File: src/rtl/ripple_add_seq_ctrl.sv
// Area-reduced add/subtract: one SLICE-bit ripple slice reused over WIDTH/SLICE cycles,
// least-significant slice first, with the inter-slice carry held in a register.
module ripple_add_seq_ctrl #(
    parameter int unsigned WIDTH = 32,
    parameter int unsigned SLICE = 8
) (
    input  logic             clk,
    input  logic             rst_n,
    input  logic             start,
    input  logic             sub,
    input  logic [WIDTH-1:0] X,
    input  logic [WIDTH-1:0] Y,
    output logic             ready,
    output logic             done,
    output logic [WIDTH-1:0] S,
    output logic             Co,
    output logic             Ovf
);

    localparam int unsigned N  = WIDTH / SLICE;
    localparam int unsigned KW = (N > 1) ? $clog2(N) : 1;
    localparam logic [KW-1:0] KLast = KW'(N - 1);

    typedef enum logic [1:0] {StIdle, StRun, StDone} state_e;

    state_e           state_q, state_d;
    logic [WIDTH-1:0] op_a_q, op_a_d;
    logic [WIDTH-1:0] op_b_q, op_b_d;
    logic [WIDTH-1:0] s_q, s_d;
    logic             carry_q, carry_d;
    logic             co_q, co_d;
    logic             ovf_q, ovf_d;
    logic [KW-1:0]    k_q, k_d;

    logic [SLICE:0]   slice_sum;
    logic             slice_cin_msb;
    logic             accept;
    logic             last;

    assign accept = (state_q == StIdle) && start;
    assign last   = (state_q == StRun) && (k_q == KLast);

    // Operands are shifted right each RUN cycle, so the active slice is always the low bits.
    always_comb begin
        slice_sum     = {1'b0, op_a_q[SLICE-1:0]} + {1'b0, op_b_q[SLICE-1:0]}
                      + {{SLICE{1'b0}}, carry_q};
        slice_cin_msb = op_a_q[SLICE-1] ^ op_b_q[SLICE-1] ^ slice_sum[SLICE-1];
    end

    // State register
    always_ff @(posedge clk or negedge rst_n) begin
        if (!rst_n) begin
            state_q <= StIdle;
        end else begin
            state_q <= state_d;
        end
    end

    // Next-state logic
    always_comb begin
        state_d = state_q;
        unique case (state_q)
            StIdle:  if (start) state_d = StRun;
            StRun:   if (last) state_d = StDone;
            StDone:  state_d = StIdle;
            default: state_d = StIdle;
        endcase
    end

    // Output logic
    always_comb begin
        ready = (state_q == StIdle);
        done  = (state_q == StDone);
    end

    always_comb begin
        op_a_d  = op_a_q;
        op_b_d  = op_b_q;
        s_d     = s_q;
        carry_d = carry_q;
        co_d    = co_q;
        ovf_d   = ovf_q;
        k_d     = k_q;
        if (accept) begin
            op_a_d  = X;
            op_b_d  = sub ? ~Y : Y;
            carry_d = sub;
            k_d     = '0;
        end else if (state_q == StRun) begin
            op_a_d  = op_a_q >> SLICE;
            op_b_d  = op_b_q >> SLICE;
            carry_d = slice_sum[SLICE];
            k_d     = k_q + 1'b1;
            for (int i = 0; i < int'(N); i++) begin
                if (k_q == KW'(i)) s_d[i*SLICE +: SLICE] = slice_sum[SLICE-1:0];
            end
            if (last) begin
                co_d  = slice_sum[SLICE];
                ovf_d = slice_cin_msb ^ slice_sum[SLICE];
            end
        end
    end

    always_ff @(posedge clk or negedge rst_n) begin
        if (!rst_n) begin
            op_a_q  <= '0;
            op_b_q  <= '0;
            s_q     <= '0;
            carry_q <= 1'b0;
            co_q    <= 1'b0;
            ovf_q   <= 1'b0;
            k_q     <= '0;
        end else begin
            op_a_q  <= op_a_d;
            op_b_q  <= op_b_d;
            s_q     <= s_d;
            carry_q <= carry_d;
            co_q    <= co_d;
            ovf_q   <= ovf_d;
            k_q     <= k_d;
        end
    end

    assign S   = s_q;
    assign Co  = co_q;
    assign Ovf = ovf_q;

endmodule

File: config.mk
export PLATFORM = sky130hd
export DESIGN_NAME = ripple_add_seq_ctrl
export DESIGN_NICKNAME = d
export VERILOG_FILES = /design/src/rtl/ripple_add_seq_ctrl.sv
export SDC_FILE = /design/constraint.sdc
export NUM_CORES = 1
export LEC_CHECK = 0
export CORE_MARGIN = 4
export CORE_UTILIZATION = 50
export CTS_CLUSTER_SIZE = 20
export DETAILED_ROUTE_END_ITERATION = 12
export GPL_TIMING_DRIVEN = 0
export PLACE_DENSITY = 0.79
export SETUP_SLACK_MARGIN = 0.15
export SYNTH_ARGS = -nofsm -noshare
export SYNTH_HDL_FRONTEND = slang
export SYNTH_SLANG_ARGS = --single-unit
File: constraint.sdc
create_clock -name clk -period 5.5 [get_ports clk]
set_input_delay 1.1 -clock clk [delete_from_list [all_inputs] [get_ports clk]]
set_output_delay 1.1 -clock clk [all_outputs]
set_load 0.005 [all_outputs]
# Word level (Yosys, flattened, before mapping)
# Cells that the tools add are included.
totals:
  output_inout_bits: 36
  register_bits: 103
  inputBits: 68
classes:
  bitwise: 5
  n_eq_ne: 7
  n_addsub: 3
  n_mux: 12
  reduce_logical: 11
op_table:
  columns: ["cell", "count"]
  rows:
  - ["32-bit 2-to-1 mux", 5]
  - ["32-bit NOT", 1]
  - ["3-bit AND reduction", 5]
  - ["8-bit by 8-bit adder with 9-bit output", 1]
  - ["9-bit by 1-bit adder with 9-bit output", 1]
  - ["2-bit 2-to-1 mux", 4]
  - ["2-bit equality test, second input constant", 3]
  - ["2-bit by 1-bit equality test with 1-bit output, second input constant", 2]
  - ["2-bit logical NOT", 2]
  - ["2-bit inequality test, second input constant", 2]
  - ["2-bit one-hot mux with 2 select lines", 1]
  - ["1-bit XOR", 3]
  - ["2-bit by 1-bit adder with 2-bit output, second input constant", 1]
  - ["1-bit logical AND", 2]
  - ["1-bit 2-to-1 mux", 2]
  - ["2-bit AND reduction", 1]
  - ["2-bit nonzero test", 1]
  - ["1-bit NOT", 1]

# Logic depth before layout (Yosys ltp)
# Gate-level depths: netlist of the first run.
logic_depth:
  depth_word: 4
  depth_mapped: 7
  mapped_depth_nobuf: 7

# Worst setup path before layout of the first run
# No wires, ideal clock.
synth_timing:
  path_type: "register -> register"
  start: "reg op_a_q[0]"
  end: "reg s_q[14] (netlist: S[14])"
  setup_slack_ns: 3.386
  t_required_ns: 5.370
  n_path_buf: 0
  arrival_ns: 1.985
  path_stages_with_launch: 8
  synth_period_minus_slack_ns: 2.114
  path_cell_list: "dfrtp_1 > fa_1 > fa_1 > nand3_1 > nand2_1 > a31oi_1 > xor2_1 > o21ai_1"
synth_via:
  elab_chain_cells: 2
synth_lines:
  columns: ["item", "line_no", "rtl"]
  rows:
  - ["start, declared", "27", "logic [WIDTH-1:0] op_a_q, op_a_d;"]
  - ["start signal, assigned", "114", "op_a_q <= op_a_d;"]
  - ["8-bit by 8-bit adder with 9-bit output", "45", "slice_sum = {1'b0, op_a_q[SLICE-1:0]} + {1'b0, op_b_q[SLICE-1:0]}"]
  - ["9-bit by 1-bit adder with 9-bit output", "46", "+ {{SLICE{1'b0}}, carry_q};"]
  - ["end signal, assigned", "108", "s_q <= '0;"]
  - ["end signal, assigned", "116", "s_q <= s_d;"]
  - ["end, declared", "29", "logic [WIDTH-1:0] s_q, s_d;"]
# No other way between the ends.
# A chain may end at the register's enable or synchronous reset.

# Worst setup path after layout of the first run
layout_timing:
  start: "reg state_q[1]"
  end: "out done"
layout_via:
  elab_chain_cells: 1
layout_lines:
  columns: ["item", "line_no", "rtl"]
  rows:
  - ["start, declared", "26", "state_e state_q, state_d;"]
  - ["start signal, assigned", "53", "state_q <= StIdle;"]
  - ["start signal, assigned", "55", "state_q <= state_d;"]
  - ["2-bit equality test", "73", "done = (state_q == StDone);"]
  - ["end, declared", "14", "output logic done,"]
# No other way between the ends.

==> flow_metrics.tcl, run 1 <==
set metrics [dict create \
    cts_htree_levels 3 \
    critical_path_required_ns 4.40 \
    drt.antenna.violating_nets 0 \
    cp_cell_sequence "nor2b_1 > clkdlybuf4s50_1" \
    p_leak_nw 2.791 \
    clock_sinks 103 \
    synth_seq_cells 103 \
    placed_area_sq_mm 0.006023 \
    drcViolationCount 0 \
    port_buffers 102 \
    die_h_microns 106.1 \
    io_pins 104 \
    avgSynthCellArea_sq_um 10.08 \
    grt_pass1_vias 3988 \
    cts_tree "yes" \
    critPathLaunchType "register" \
    wire_per_inst_microns 15.40 \
    critPathSlowestCell "clkdlybuf4s50_1" \
    synth_edf_count 0 \
    synth_area_leaders "dfrtp_1 54%, nand2_1 9.7%, xnor2_1 3.8%, a22oi_1 3.7%, xor2_1 3.1%" \
    cts-root-buf "clkbuf_8" \
    core_sq_mm 0.009328 \
    critPathMaxStageDelay_ns 0.55 \
    dieArea_sq_mm 0.01127 \
    synth_top_area_cell "dfrtp_1" \
    postCtsSetupRepairBufs 0 \
    dr.pass1.iters 4 \
    clk-insertion-delay-late_ns 0.37 \
    yosysSeqAreaShare_pct 53.52 \
    final_common_cell "nand2_1" \
    max-cap-violations 0 \
    p_per_area_mw_per_mm2 583.6 \
    netlist.area_leader.share_pct 53.52 \
    hold_path.class "reg2reg" \
    total_power_mw 3.624 \
    finalWirelength_microns 11150 \
    routabilityCongestion 0.8321 \
    rows 35 \
    period_share_pct 49.56 \
    dpl.hpwl_microns 8677 \
    cts_resized 0 \
    synthCells 478 \
    fin_crit_ns 2.726 \
    start_util_pct 51.63 \
    final-setup-viol-count 0 \
    crit_fanout 4 \
    vias_per_cell 5.254 \
    worst_pin_slew_ns 0.5159 \
    drv_slew 0 \
    grt_use_total_pct 20.85 \
    arrival_ns 1.63 \
    slew_headroom_pct 65.61 \
    cts_inserted_buffers 9 \
    cts_buffer_depth 2 \
    area_delta_synth_final_pct 28.94 \
    antenna_found_initial 0 \
    synth_async_sr_flop_share_pct 100.0 \
    critical_path_class "reg2out" \
    final_cell_area_sq_mm 0.006210 \
    drtIter0Drc 172 \
    rsz0062_at_grt "no" \
    fin_skew_ns 0.008965 \
    ys_types 37 \
    outcome "complete, no violations" \
    overflow 0 \
    grt_max_degree 70 \
    grt_pass1_wl_microns 18730 \
    ys.flop_type "dfrtp_1" \
    cp-end-kind "output port" \
    layout-drive-gt1-share_pct 10.25 \
    synth_area_sq_mm 0.004816 \
    clk_pin_slew_ns 0.09 \
    die_w_microns 106.1 \
    nets 673 \
    mostFrequentLayoutCells "125 x nand2_1, 103 x dfrtp_1, 101 x clkdlybuf4s50_1" \
    ctsHoldBuffers 0 \
    fmax_mhz 366.9 \
    yosys_warnings 0 \
    routed-via-count 3804 \
    ir_drop_uv 213.5 \
    final_core_util_pct 66.57 \
    synth.net_count 559 \
    num_antenna_cells 0 \
    hold_viol 0 \
]
## critical path: cells and delay by family, from the launching register on
kind / cells / cell delay [ns]
simple gates: 1 / 0.26
flops: 1 / 0.45
buf+inv: 1 / 0.55
## metal layers
metal | track usage, % | wire, microns
met1 | 25.42 | 4759
met2 | 36.33 | 5510
met3 | 3.947 | 579
met4 | 8.511 | 297
met5 | 0 | 0
## registers in the layout (all words and copies together) (netlist names)
| signal | count |
|---|---|
| state_q | 2 |
| S | 32 |
| k_q | 2 |
| carry_q | 1 |
| op_b_q | 32 |
| op_a_q | 32 |
| Co | 1 |
| Ovf | 1 |
## cells in the mapped netlist (2+ instances only)
cell,n
a21o_1,3
a21oi_1,6
a221o_1,9
a22oi_1,24
a31oi_1,16
buf_2,20
buf_4,5
buf_6,3
clkbuf_1,4
dfrtp_1,103
fa_1,2
ha_1,11
inv_1,3
mux2_2,8
nand2_1,125
nand2_2,2
nand2b_1,2
nand3_1,10
nor2_1,24
o21ai_0,29
o21ai_1,17
xnor2_1,21
xor2_1,17
## stage by stage
step	std cells	setup slack (ns)	TNS (ns)	hold WS (ns)
2_1_floorplan	478	3.386	0	0.4467
5_1_grt	724	2.706	0	0.5080
3_5_place_dp	710	3.012	0	0.4646
6_report	724	2.774	0	0.4831
4_1_cts	724	2.769	0	0.4877
3_3_place_gp	709	-0.2799	-28.15	0.4592
## power by group
group | total [mW] | leakage, nW | internal (mW) | switching, mW
clock | 0.468 | 0.0875 | 0.218 | 0.249
sequential | 1.33 | 1.29 | 1.11 | 0.219
combinational | 1.82 | 1.41 | 0.842 | 0.981
## logic make-up after synthesis
logic type | Yosys count | synth area share, %
buffers and inverters | 35 | 4.105
muxes | 8 | 1.871
DFF | 103 | 53.52
and+or+nand+nor | 171 | 14.81
xor gates and xnor gates | 39 | 7.249
AOI/OAI and AO/OA | 109 | 14.76
adders and majority gates | 13 | 3.689
## path summary, 6_finish.rpt
kind	startpoint	to	slack, ns	depth (start not counted)
max	state_q[1]	done	2.77	2
min	op_a_q[11]	op_a_q[11]	0.48	2
max reg2reg	op_b_q[0]	S[14]	3.19	7
min reg2reg	op_a_q[11]	op_a_q[11]	0.48	2
max in group asynchronous	rst_n	op_b_q[27]	4.14	2
min in group asynchronous	rst_n	S[9]	0.67	1
## cell type report
class / count / area [sq um]
Buffer: 32 / 186.4
Clock buffer: 11 / 141.4
Clock inverter: 3 / 45.04
Fill cell: 750 / 3118
Inverter: 3 / 11.26
Multi-Input combinational cell: 340 / 2041
Sequential cell: 103 / 2577
Tap cell: 129 / 161.4
Timing Repair Buffer: 103 / 1046
No activity file was read; power rests on OpenSTA's default activity.
==> run 2: changes to the inputs <==
- clock period: 5.5 -> 2.6 ns (I/O delays scaled with it)
==> run 2 against run 1 <==
- cell count unchanged
- power is 110% higher
- critical path type is now reg2reg
- die area unchanged
- sequential share of layout area hardly changed
- clock power up 110%
- critical path depth rose by 5
- highest routed layer unchanged
==> flow_metrics.tcl, run 2 (synthesized netlist as in run 1, its figures left out) <==
set metrics [dict create \
    clk_pin_slew_ns 0.09 \
    r2r-end "S[14]" \
    timing.hold.ws_ns 0.09151 \
    cts_inserted_buffers 9 \
    reg2reg_depth 7 \
    cp-end-kind "register" \
    p_leak_nw 2.790 \
    postCtsSetupRepairBufs 0 \
    io_pins 104 \
    arrival_ns 2.49 \
    final-seq-area_sq_mm 0.002577 \
    outcome "complete, no violations" \
    grt_pass1_wl_microns 18730 \
    grt_use_total_pct 20.85 \
    cts_resized 0 \
    dieArea_sq_mm 0.01127 \
    fin_skew_ns 0.009360 \
    hold_path.class "in2async" \
    critical_path_required_ns 2.84 \
    period_share_pct 86.35 \
    fin_crit_ns 2.245 \
    p_seq_share_pct 36.8 \
    slew_headroom_pct 65.33 \
    critical_path_class "reg2reg" \
    crit_fanout 4 \
    cts_tree "yes" \
    rows 35 \
    die_h_microns 106.1 \
    dr.pass1.iters 4 \
    drtIter0Drc 192 \
    dpl.hpwl_microns 8677 \
    rr_startpoint "op_b_q[0]" \
    hold_viol 0 \
    start_util_pct 51.63 \
    die_w_microns 106.1 \
    worst_pin_slew_ns 0.5201 \
    num_antenna_cells 0 \
    vias_per_cell 5.264 \
    core_sq_mm 0.009328 \
    final_common_cell "nand2_1" \
    total_power_mw 7.676 \
    rsz0062_at_grt "no" \
    final-setup-viol-count 0 \
    overflow 0 \
    mostFrequentLayoutCells "125 x nand2_1, 103 x dfrtp_1, 101 x clkdlybuf4s50_1" \
    ir_drop_uv 451.8 \
    reg2reg_setup_slack_ns 0.35 \
    fillers 749 \
    nets 673 \
    drcViolationCount 0 \
    cts_buffer_depth 2 \
    drv_slew 0 \
    max-cap-violations 0 \
    clk-insertion-delay-late_ns 0.37 \
    drt.antenna.violating_nets 0 \
    clock_sinks 103 \
    clkPwrFrac_pct 12.9 \
    grt_max_degree 70 \
    finalWirelength_microns 11120 \
    layout-drive-gt1-share_pct 10.42 \
    critPathLaunchType "register" \
    routabilityCongestion 0.8321 \
    comb_power_share_pct 50.3 \
    tns_ns 0 \
    multiInputGateArea_sq_mm 0.002043 \
    cellInternalPower_mw 4.608 \
    fmax_mhz 445.4 \
    netSwitchingFraction_pct 39.97 \
    routed-via-count 3811 \
    netSwitchingPower_mw 3.068 \
    p_per_area_mw_per_mm2 1236 \
    wire_per_inst_microns 15.35 \
    antenna_found_initial 0 \
    grt_pass1_vias 3988 \
    port_buffers 102 \
    area_delta_synth_final_pct 28.99 \
    ctsHoldBuffers 0 \
    cts_htree_levels 3 \
    cts-root-buf "clkbuf_8" \
]
==> run 2: worst max path at each step <==
stage / startpoint / to / slack (ns) / cells after the start
floorplan: op_a_q[0] / S[14] / 0.49 / 7
global placement: rst_n / op_b_q[24] / -2.60 / 1
detailed placement: op_b_q[0] / S[14] / 0.29 / 7
CTS: op_b_q[0] / S[14] / 0.26 / 7
global route: op_b_q[0] / S[14] / 0.22 / 7
finish: op_b_q[0] / S[14] / 0.35 / 7
==> run 2: per-layer routing <==
layer / part of all wire [%] / global-route usage (%) / vias up
li1: - / - / 1854
met2: 50 / 36.33 / 124
met4: 2.5 / 8.511 / 0
met3: 5.0 / 3.947 / 25
met5: 0 / 0 / -
met1: 43 / 25.42 / 1808
==> run 2: area by class of cell <==
class                      instances  share of cell area [%]
tap                              129                   2.598
buffer                            32                   3.001
clock buffer                      11                   2.276
multi-input combinational        340                   32.89
inverter                           3                  0.1813
timing repair buffer             103                   16.84
sequential                       103                   41.49
clock inverter                     3                  0.7251
==> run 2: power groups by stage <==
stage | Combinational [mW] | Clock, mW | Sequential, mW
after global placement | 3.69 | 0 | 2.82
after CTS | 3.89 | 0.998 | 2.82
after global routing | 4.34 | 1.05 | 2.91
after floorplan | 2.50 | 0 | 2.74
after detailed placement | 3.87 | 0 | 2.85
final | 3.86 | 0.991 | 2.82
==> run 2: critical path, cell delays in order, from the launching register on <==
cell and delay, ns:
dfrtp_1 0.44, fa_2 0.42, fa_1 0.42, nand3_1 0.13, nand2_1 0.10, a31oi_1 0.20, xor2_1 0.28, o21ai_1 0.13
==> run 2: metrics by stage <==
| step | cell area (sq um) | worst slack, ns | cells | util (%) |
|---|---|---|---|---|
| final | 6212 | 0.3549 | 724 | 66.60 |
| after global routing | 6212 | 0.2215 | 724 | 66.60 |
| after CTS | 6210 | 0.2610 | 724 | 66.57 |
| after detailed placement | 6023 | 0.2850 | 710 | 64.57 |
| after global placement | 5998 | -2.600 | 709 | 64.31 |
| after floorplan | 4816 | 0.4856 | 478 | - |
==> run 3: changes to the inputs <==
- HOLD_SLACK_MARGIN: default -> 0.06
==> results of run 3 <==
No change in the layout: final DEF, timing and power equal those of run 2.
